`config.mk`:
```
export PLATFORM = sky130hd
export DESIGN_NAME = fma16_issue
export DESIGN_NICKNAME = d
export VERILOG_FILES = /design/src/rtl/fma16_pkg.sv /design/src/rtl/fma16_fifo2.sv /design/src/rtl/fma16_issue.sv
export SDC_FILE = /design/constraint.sdc
export NUM_CORES = 1
export LEC_CHECK = 0
export CAP_MARGIN = 20
export CORE_ASPECT_RATIO = 1.4
export CORE_MARGIN = 4
export CORE_UTILIZATION = 45
export DETAILED_ROUTE_END_ITERATION = 10
export MAX_ROUTING_LAYER = met4
export PLACE_DENSITY = 0.85
export SETUP_SLACK_MARGIN = 0.2
export SLEW_MARGIN = 20
export SYNTH_ARGS = -nofsm -noshare
export SYNTH_HDL_FRONTEND = slang
export SYNTH_HIERARCHICAL = 1
export SYNTH_SLANG_ARGS = --single-unit
```
`constraint.sdc`:
```
create_clock -name clk -period 2.85 [get_ports clk]
set_input_delay 0.7125 -clock clk [delete_from_list [all_inputs] [get_ports clk]]
set_output_delay 0.7125 -clock clk [all_outputs]
set_load 0.005 [all_outputs]
```
`src/rtl/fma16_pkg.sv`:
```
// ----------------------------------------------------------------------------
// fma16_pkg : opcode/rounding enums, canonical NaN and op decode for fma16_issue
// Revision  : 1.0
// ----------------------------------------------------------------------------
`default_nettype none

package fma16_pkg;

  typedef enum logic [2:0] {
    OP_FADD    = 3'b000,
    OP_FSUB    = 3'b001,
    OP_FMUL    = 3'b010,
    OP_FMADD   = 3'b011,
    OP_FMSUB   = 3'b100,
    OP_FNMADD  = 3'b101,
    OP_FNMSUB  = 3'b110,
    OP_ILLEGAL = 3'b111
  } fma_op_e;

  typedef enum logic [1:0] {
    RM_RZ  = 2'b00,
    RM_RNE = 2'b01,
    RM_RP  = 2'b10,
    RM_RN  = 2'b11
  } fma_rm_e;

  localparam logic [15:0] QNAN16 = 16'h7E00;

  typedef struct packed {
    logic mul;
    logic add;
    logic negr;
    logic negz;
  } fma_ctl_t;

  function automatic fma_ctl_t decode_op(input logic [2:0] op);
    fma_ctl_t ctl;
    case (op)
      OP_FADD:   ctl = 4'b0100;
      OP_FSUB:   ctl = 4'b0101;
      OP_FMUL:   ctl = 4'b1000;
      OP_FMADD:  ctl = 4'b1100;
      OP_FMSUB:  ctl = 4'b1101;
      OP_FNMADD: ctl = 4'b1110;
      OP_FNMSUB: ctl = 4'b1111;
      default:   ctl = 4'b0000;
    endcase
    return ctl;
  endfunction

endpackage

`default_nettype wire

```
`src/rtl/fma16_fifo2.sv`:
```
// ----------------------------------------------------------------------------
// fma16_fifo2 : 2-entry synchronous FIFO with occupancy count
// Revision    : 1.0
// ----------------------------------------------------------------------------
`default_nettype none

module fma16_fifo2 #(
  parameter int WIDTH = 8
) (
  input  logic             clk,
  input  logic             reset_n,
  input  logic             push,
  input  logic [WIDTH-1:0] wr_data,
  input  logic             pop,
  output logic [WIDTH-1:0] rd_data,
  output logic             empty,
  output logic             full,
  output logic [1:0]       count
);

  logic [WIDTH-1:0] mem [2];
  logic             wr_ptr;
  logic             rd_ptr;
  logic [1:0]       cnt;
  logic             do_push;
  logic             do_pop;

  assign do_push = push & ~full;
  assign do_pop  = pop & ~empty;

  always_ff @(posedge clk or negedge reset_n) begin
    if (!reset_n) begin
      mem[0] <= '0;
      mem[1] <= '0;
      wr_ptr <= 1'b0;
      rd_ptr <= 1'b0;
      cnt    <= 2'd0;
    end else begin
      if (do_push) begin
        mem[wr_ptr] <= wr_data;
        wr_ptr      <= ~wr_ptr;
      end
      if (do_pop) begin
        rd_ptr <= ~rd_ptr;
      end
      case ({do_push, do_pop})
        2'b10:   cnt <= cnt + 2'd1;
        2'b01:   cnt <= cnt - 2'd1;
        default: cnt <= cnt;
      endcase
    end
  end

  assign rd_data = mem[rd_ptr];
  assign empty   = (cnt == 2'd0);
  assign full    = (cnt == 2'd2);
  assign count   = cnt;

endmodule

`default_nettype wire

```
`src/rtl/fma16_issue.sv`:
```
// ----------------------------------------------------------------------------
// fma16_issue : queues fp16 FMA requests, drives an external fma16 datapath
//               from the queue head and registers the tagged response
// Revision    : 1.0
// ----------------------------------------------------------------------------
`default_nettype none

module fma16_issue
  import fma16_pkg::*;
#(
  parameter int TAGW = 4
) (
  input  logic            clk,
  input  logic            reset_n,
  input  logic            req_valid,
  output logic            req_ready,
  input  logic [2:0]      req_op,
  input  logic [1:0]      req_rm,
  input  logic [15:0]     req_x,
  input  logic [15:0]     req_y,
  input  logic [15:0]     req_z,
  input  logic [TAGW-1:0] req_tag,
  output logic [15:0]     fma_x,
  output logic [15:0]     fma_y,
  output logic [15:0]     fma_z,
  output logic            fma_mul,
  output logic            fma_add,
  output logic            fma_negr,
  output logic            fma_negz,
  output logic [1:0]      fma_roundmode,
  input  logic [15:0]     fma_result,
  output logic            rsp_valid,
  input  logic            rsp_ready,
  output logic [15:0]     rsp_result,
  output logic [TAGW-1:0] rsp_tag,
  output logic            rsp_err,
  output logic [1:0]      occupancy
);

  typedef struct packed {
    logic [2:0]      op;
    logic [1:0]      rm;
    logic [15:0]     x;
    logic [15:0]     y;
    logic [15:0]     z;
    logic [TAGW-1:0] tag;
  } req_t;

  typedef enum logic [0:0] {
    S_EMPTY = 1'b0,
    S_FULL  = 1'b1
  } rsp_state_e;

  req_t       in_req;
  req_t       head;
  logic       fifo_empty;
  logic       fifo_full;
  logic       head_valid;
  logic       push;
  logic       capture;
  logic       head_illegal;
  fma_ctl_t   ctl;
  rsp_state_e state_q;
  rsp_state_e state_d;

  assign in_req = '{op: req_op, rm: req_rm, x: req_x, y: req_y, z: req_z, tag: req_tag};

  assign req_ready = ~fifo_full;
  assign push      = req_valid & req_ready;

  fma16_fifo2 #(
    .WIDTH($bits(req_t))
  ) u_fifo (
    .clk     (clk),
    .reset_n (reset_n),
    .push    (push),
    .wr_data (in_req),
    .pop     (capture),
    .rd_data (head),
    .empty   (fifo_empty),
    .full    (fifo_full),
    .count   (occupancy)
  );

  assign head_valid   = ~fifo_empty;
  assign head_illegal = (head.op == OP_ILLEGAL);

  // Datapath sees all-zero inputs whenever nothing is queued.
  assign ctl           = head_valid ? decode_op(head.op) : '0;
  assign fma_x         = head_valid ? head.x  : '0;
  assign fma_y         = head_valid ? head.y  : '0;
  assign fma_z         = head_valid ? head.z  : '0;
  assign fma_roundmode = head_valid ? head.rm : '0;
  assign fma_mul       = ctl.mul;
  assign fma_add       = ctl.add;
  assign fma_negr      = ctl.negr;
  assign fma_negz      = ctl.negz;

  assign capture = head_valid & ((state_q == S_EMPTY) | rsp_ready);

  always_ff @(posedge clk or negedge reset_n) begin
    if (!reset_n) begin
      state_q <= S_EMPTY;
    end else begin
      state_q <= state_d;
    end
  end

  always_comb begin
    state_d = state_q;
    case (state_q)
      S_EMPTY: if (capture) state_d = S_FULL;
      S_FULL:  if (rsp_ready && !capture) state_d = S_EMPTY;
      default: state_d = S_EMPTY;
    endcase
  end

  always_ff @(posedge clk or negedge reset_n) begin
    if (!reset_n) begin
      rsp_result <= '0;
      rsp_tag    <= '0;
      rsp_err    <= 1'b0;
    end else if (capture) begin
      rsp_result <= head_illegal ? QNAN16 : fma_result;
      rsp_tag    <= head.tag;
      rsp_err    <= head_illegal;
    end
  end

  assign rsp_valid = (state_q == S_FULL);

endmodule

`default_nettype wire

```
* Word-level counts from Yosys, hierarchy flattened
Index checks and enable logic that the tools add are counted.
Widths: inputs -> output; s select.
** Word-level totals
- Register bits :: 140
- Input port bits :: 77
- Output and inout port bits :: 79
- Logic and storage cells :: 59
** Operators by class
- Add/sub/neg operators :: 2
- Order comparisons :: 3
- Equal/unequal tests :: 10
- Multiplexer cells :: 17
- Bitwise operators :: 12
- Reduce and logical (&&, ||, !) cells :: 6
** Operators by type and width (number)
- $mux 57 :: 4
- $bwmux 114 :: 1
- $mux 16 :: 4
- $demux 57 s1 :: 1
- $pmux 4 s7 :: 1
- $eq 3x3->1 const B :: 4
- $eq 3x2->1 const B :: 2
- $not 1->1 :: 5
- $and 1x1->1 :: 4
- $eq 2x2->1 const B :: 2
- $ge 2x2->1 const B :: 2
- $mux 4 :: 1
- $not 1->2 :: 2
- $pmux 2 s2 :: 1
- $eq 3x1->1 const B :: 1
- $logic_not 3->1 :: 1
- $add 2x1->2 const B :: 1
- $eq 2x1->1 const B :: 1
- $logic_and 1x1->1 :: 2
- $logic_not 2->1 :: 1
- $lt 2x1->1 const B :: 1
- $mux 1 :: 2
- $mux 2 :: 1
- $pmux 1 s2 :: 1
- other kinds (4) :: 4

* Longest topological paths before layout
- Word-level depth :: 7
- Mapped depth :: 9
- Depth with buffers taken out :: 8

* By module
Netlist, hierarchy kept.
** Modules (own cells, without submodules)
- fma16_fifo2 :: instances 1, cells each 321, area each 5132.4 um^2, seq. area each 2952.8 um^2
- fma16_issue :: instances 1, cells each 121, area each 1216.2 um^2, seq. area each 550.5 um^2

* Worst setup path after synthesis
Ideal clock, no wire load.
- Path type :: reg2out
- Start :: reg u_fifo.rd_ptr
- End :: out fma_mul
- Data arrival time :: 1.544 ns
- Required time :: 2.138 ns
- Path slack :: 0.593 ns
- Stages on the path, launching flop included :: 6
- Buffers on the path :: 2
- Cell sequence :: dfrtp_1 -> buf_2 -> buf_2 -> mux2_2 -> and3_4 -> nor3_1
** RTL lines
- from (decl) :: RTL line fma16_fifo2.sv:23 : logic rd_ptr;
- from (signal assigned) :: RTL line fma16_fifo2.sv:44 : rd_ptr <= ~rd_ptr;
- to (decl) :: RTL line fma16_issue.sv:26 : output logic fma_mul,

==> flow_summary.ini <==
[setup_path]
cp-end-kind = output port
crit_path_max_fanout = 14
r2r_setup_slack_ns = 0.83
cpPeakStageDelay_ns = 0.45
startpoint_type = flop
r2r-start = u_fifo/count[0]
path_class = reg2out
slowest_stage = clkdlybuf4s50_1
worstPathCellList = buf_6 -> buf_12 -> mux2_2 -> nor2b_1 -> clkdlybuf4s50_1
cp.required_ns = 2.14
rr_endpoint = u_fifo/mem[101]
reg2regPathDepth = 6
worstPathArrival_ns = 2.04

[global_route]
grt_pass1_vias = 4750
antenna_found_initial = 0
grt_use_total_pct = 19.1
grt_overflow = 0
grt_pass1_wl_um = 23500
grt_max_degree = 62

[detailed_routing]
wirelength_um = 14900
wl_met1_um = 5880
post_drt_wl_per_cell_um = 18.2
vias = 4153
wl_met3_um = 594
first_pass_iters = 4
wl_met2_um = 8180
first_iter_violations = 95
top_layer = met4
ant_nets = 0
drt-vias-per-instance = 5.08
drc_errors = 0

[sta]
setup-tns-final_ns = 0
rsz0062_at_grt = true
setup_viol = 0
final-max-slew-violation-count = 0
final_hold_viol_count = 0
worstMarginPinSlew_ns = 0.621
max_freq_mhz = 363
slew_headroom_pct = 58.4
fin_crit_sh_pct = 96.6
timing.final.crit_period_ns = 2.75
skew_ns = 0.00723

[layout]
fin_area_sq_mm = 0.00912
multi_input_comb_area_sq_mm = 0.00271
final_cells = 817
area_growth_syn_to_layout_pct = 43.7
antenna_cells = 0
drive_above_1_share_pct = 36.6
fillCellCount = 1020
regArea_sq_mm = 0.00350
final_nets = 697

[synthesis]
async_flop_share_pct = 100
netlist_top_cells_count = mux2_2, dfrtp_1, nor2b_1
yosysUniqueCellTypes = 30
synth_area_sq_mm = 0.00635
synth_nets = 520
yosys.area.top_type_share_pct = 55.2
synth_edf_count = 0
syn_inst = 442
synthFlopType = dfrtp_1
ys_ff_latch = 140
synth_area_leaders = dfrtp_1, mux2_2, mux2_1
yosysTopAreaCell = dfrtp_1
synth.most_common_cell = mux2_2
synth.avg_cell_area_sq_um = 14.4
ys_seq_area_share_pct = 55.2
ys_warn_count = 6

[clocking]
htree_levels = 4
tritoncts = yes
insertion_delay_ns = 0.40
cts_max_path_buffers = 2
clock-sinks = 140
path_clk_slew_ns = 0.06
root_buffer = clkbuf_16
cts_made_buffers = 17

[die]
core_area_sq_mm = 0.0138
start_util_pct = 45.8
fp.dieH_um = 149
io_pins = 156
die_width_um = 108
die-area_sq_mm = 0.0161
rows = 51

[min_path]
hold_path.class = in2async

[place]
place_area_sq_mm = 0.00813
place_congestion = 0.732
io_buffers = 155
dp.cells = 768
place_hpwl_um = 10100

[outcome]
status = finished clean

[power]
p_leak_nw = 4.18
power_density_mw_per_mm2 = 1290
ir_worst_vdd_mv = 0.821
total_power_mw = 11.7

[flow_run]
cap_violations = 0
sequential cells by signal, indices dropped and copies added (netlist names):
name           flops
u_fifo/wr_ptr      1
u_fifo/rd_ptr      1
rsp_err            1
u_fifo/count       2
rsp_result        16
rsp_valid          1
u_fifo/mem       114
rsp_tag            4
worst max-delay path by stage:
stage	startpoint	endpoint	slack (ns)	cells past startpoint
2_1_floorplan	u_fifo/rd_ptr	fma_mul	0.59	5
3_3_place_gp	u_fifo/rd_ptr	fma_negz	0.26	5
3_5_place_dp	u_fifo/rd_ptr	fma_negz	0.21	5
4_1_cts	u_fifo/rd_ptr	fma_z[0]	0.03	5
5_1_grt	u_fifo/rd_ptr	fma_y[1]	0.02	5
6_report	u_fifo/rd_ptr	fma_z[3]	0.1	5
power breakdown:
group	switching (mW)	internal [mW]
logic	2.04	3.65
clock network	0.844	1.65
registers	0.541	3.02
kinds of logic after synthesis:
family | after synthesis | share of synthesized area, %
simple gates | 71 | 7.25
mux | 176 | 31.2
compound gates | 18 | 2.38
xor+xnor | 6 | 0.828
fa+ha+maj | 1 | 0.197
flops | 140 | 55.2
buf+inv | 30 | 2.94
placed cells by master, fill, tap and decap left out, types with 8 or more instances in the layout:
master           netlist  layout
a22o_1                10      10
buf_12                 0       8
buf_4                  3      17
clkbuf_16              0      20
clkdlybuf4s50_1        0     115
dfrtp_1              140     139
dlymetal6s2s_1         0      33
mux2_1                30      30
mux2_2               146     143
nor2b_1               53      47
layout make-up:
cell class | count | share of cell area, %
multi-input combinational | 272 | 29.7
clock buffer | 18 | 4.70
sequential | 140 | 38.4
tap | 185 | 2.54
inverter | 3 | 0.123
clock inverter | 14 | 2.65
timing repair buffer | 185 | 21.9
layer usage:
metal | global-route usage [%] | up-vias
li1 | - | 1904
met1 | 21.4 | 2120
met2 | 34.4 | 110
met3 | 3.65 | 19
met4 | 5.81 | 0
met5 | - | -
timing repair:
action	CTS	global route
gates resized for setup	16	57
hold buffers	0	0
hold endpoints to repair	0	0
gates cloned	0	3
pin swaps	0	1
setup buffers	3	11
endpoints found under the setup margin	54	53
worst max-delay path, delay by kind of cell, from the launching register on:
family	cells	cell delay, ns
buffers and inverters	3	0.75
flip-flops	1	0.41
multiplexers	1	0.35
AND/OR/NAND/NOR	1	0.13
per-stage QoR:
| step | setup slack (ns) | util (%) | hold WS, ns |
|---|---|---|---|
| after global placement | 0.255 | 58.7 | 0.463 |
| after CTS | 0.0258 | 63.9 | 0.296 |
| after floorplan | 0.593 | - | 0.417 |
| after global routing | 0.0218 | 65.9 | 0.309 |
| final | 0.0960 | 65.9 | 0.266 |
| after detailed placement | 0.212 | 58.7 | 0.475 |
No activity file was read; power rests on OpenSTA's default activity.
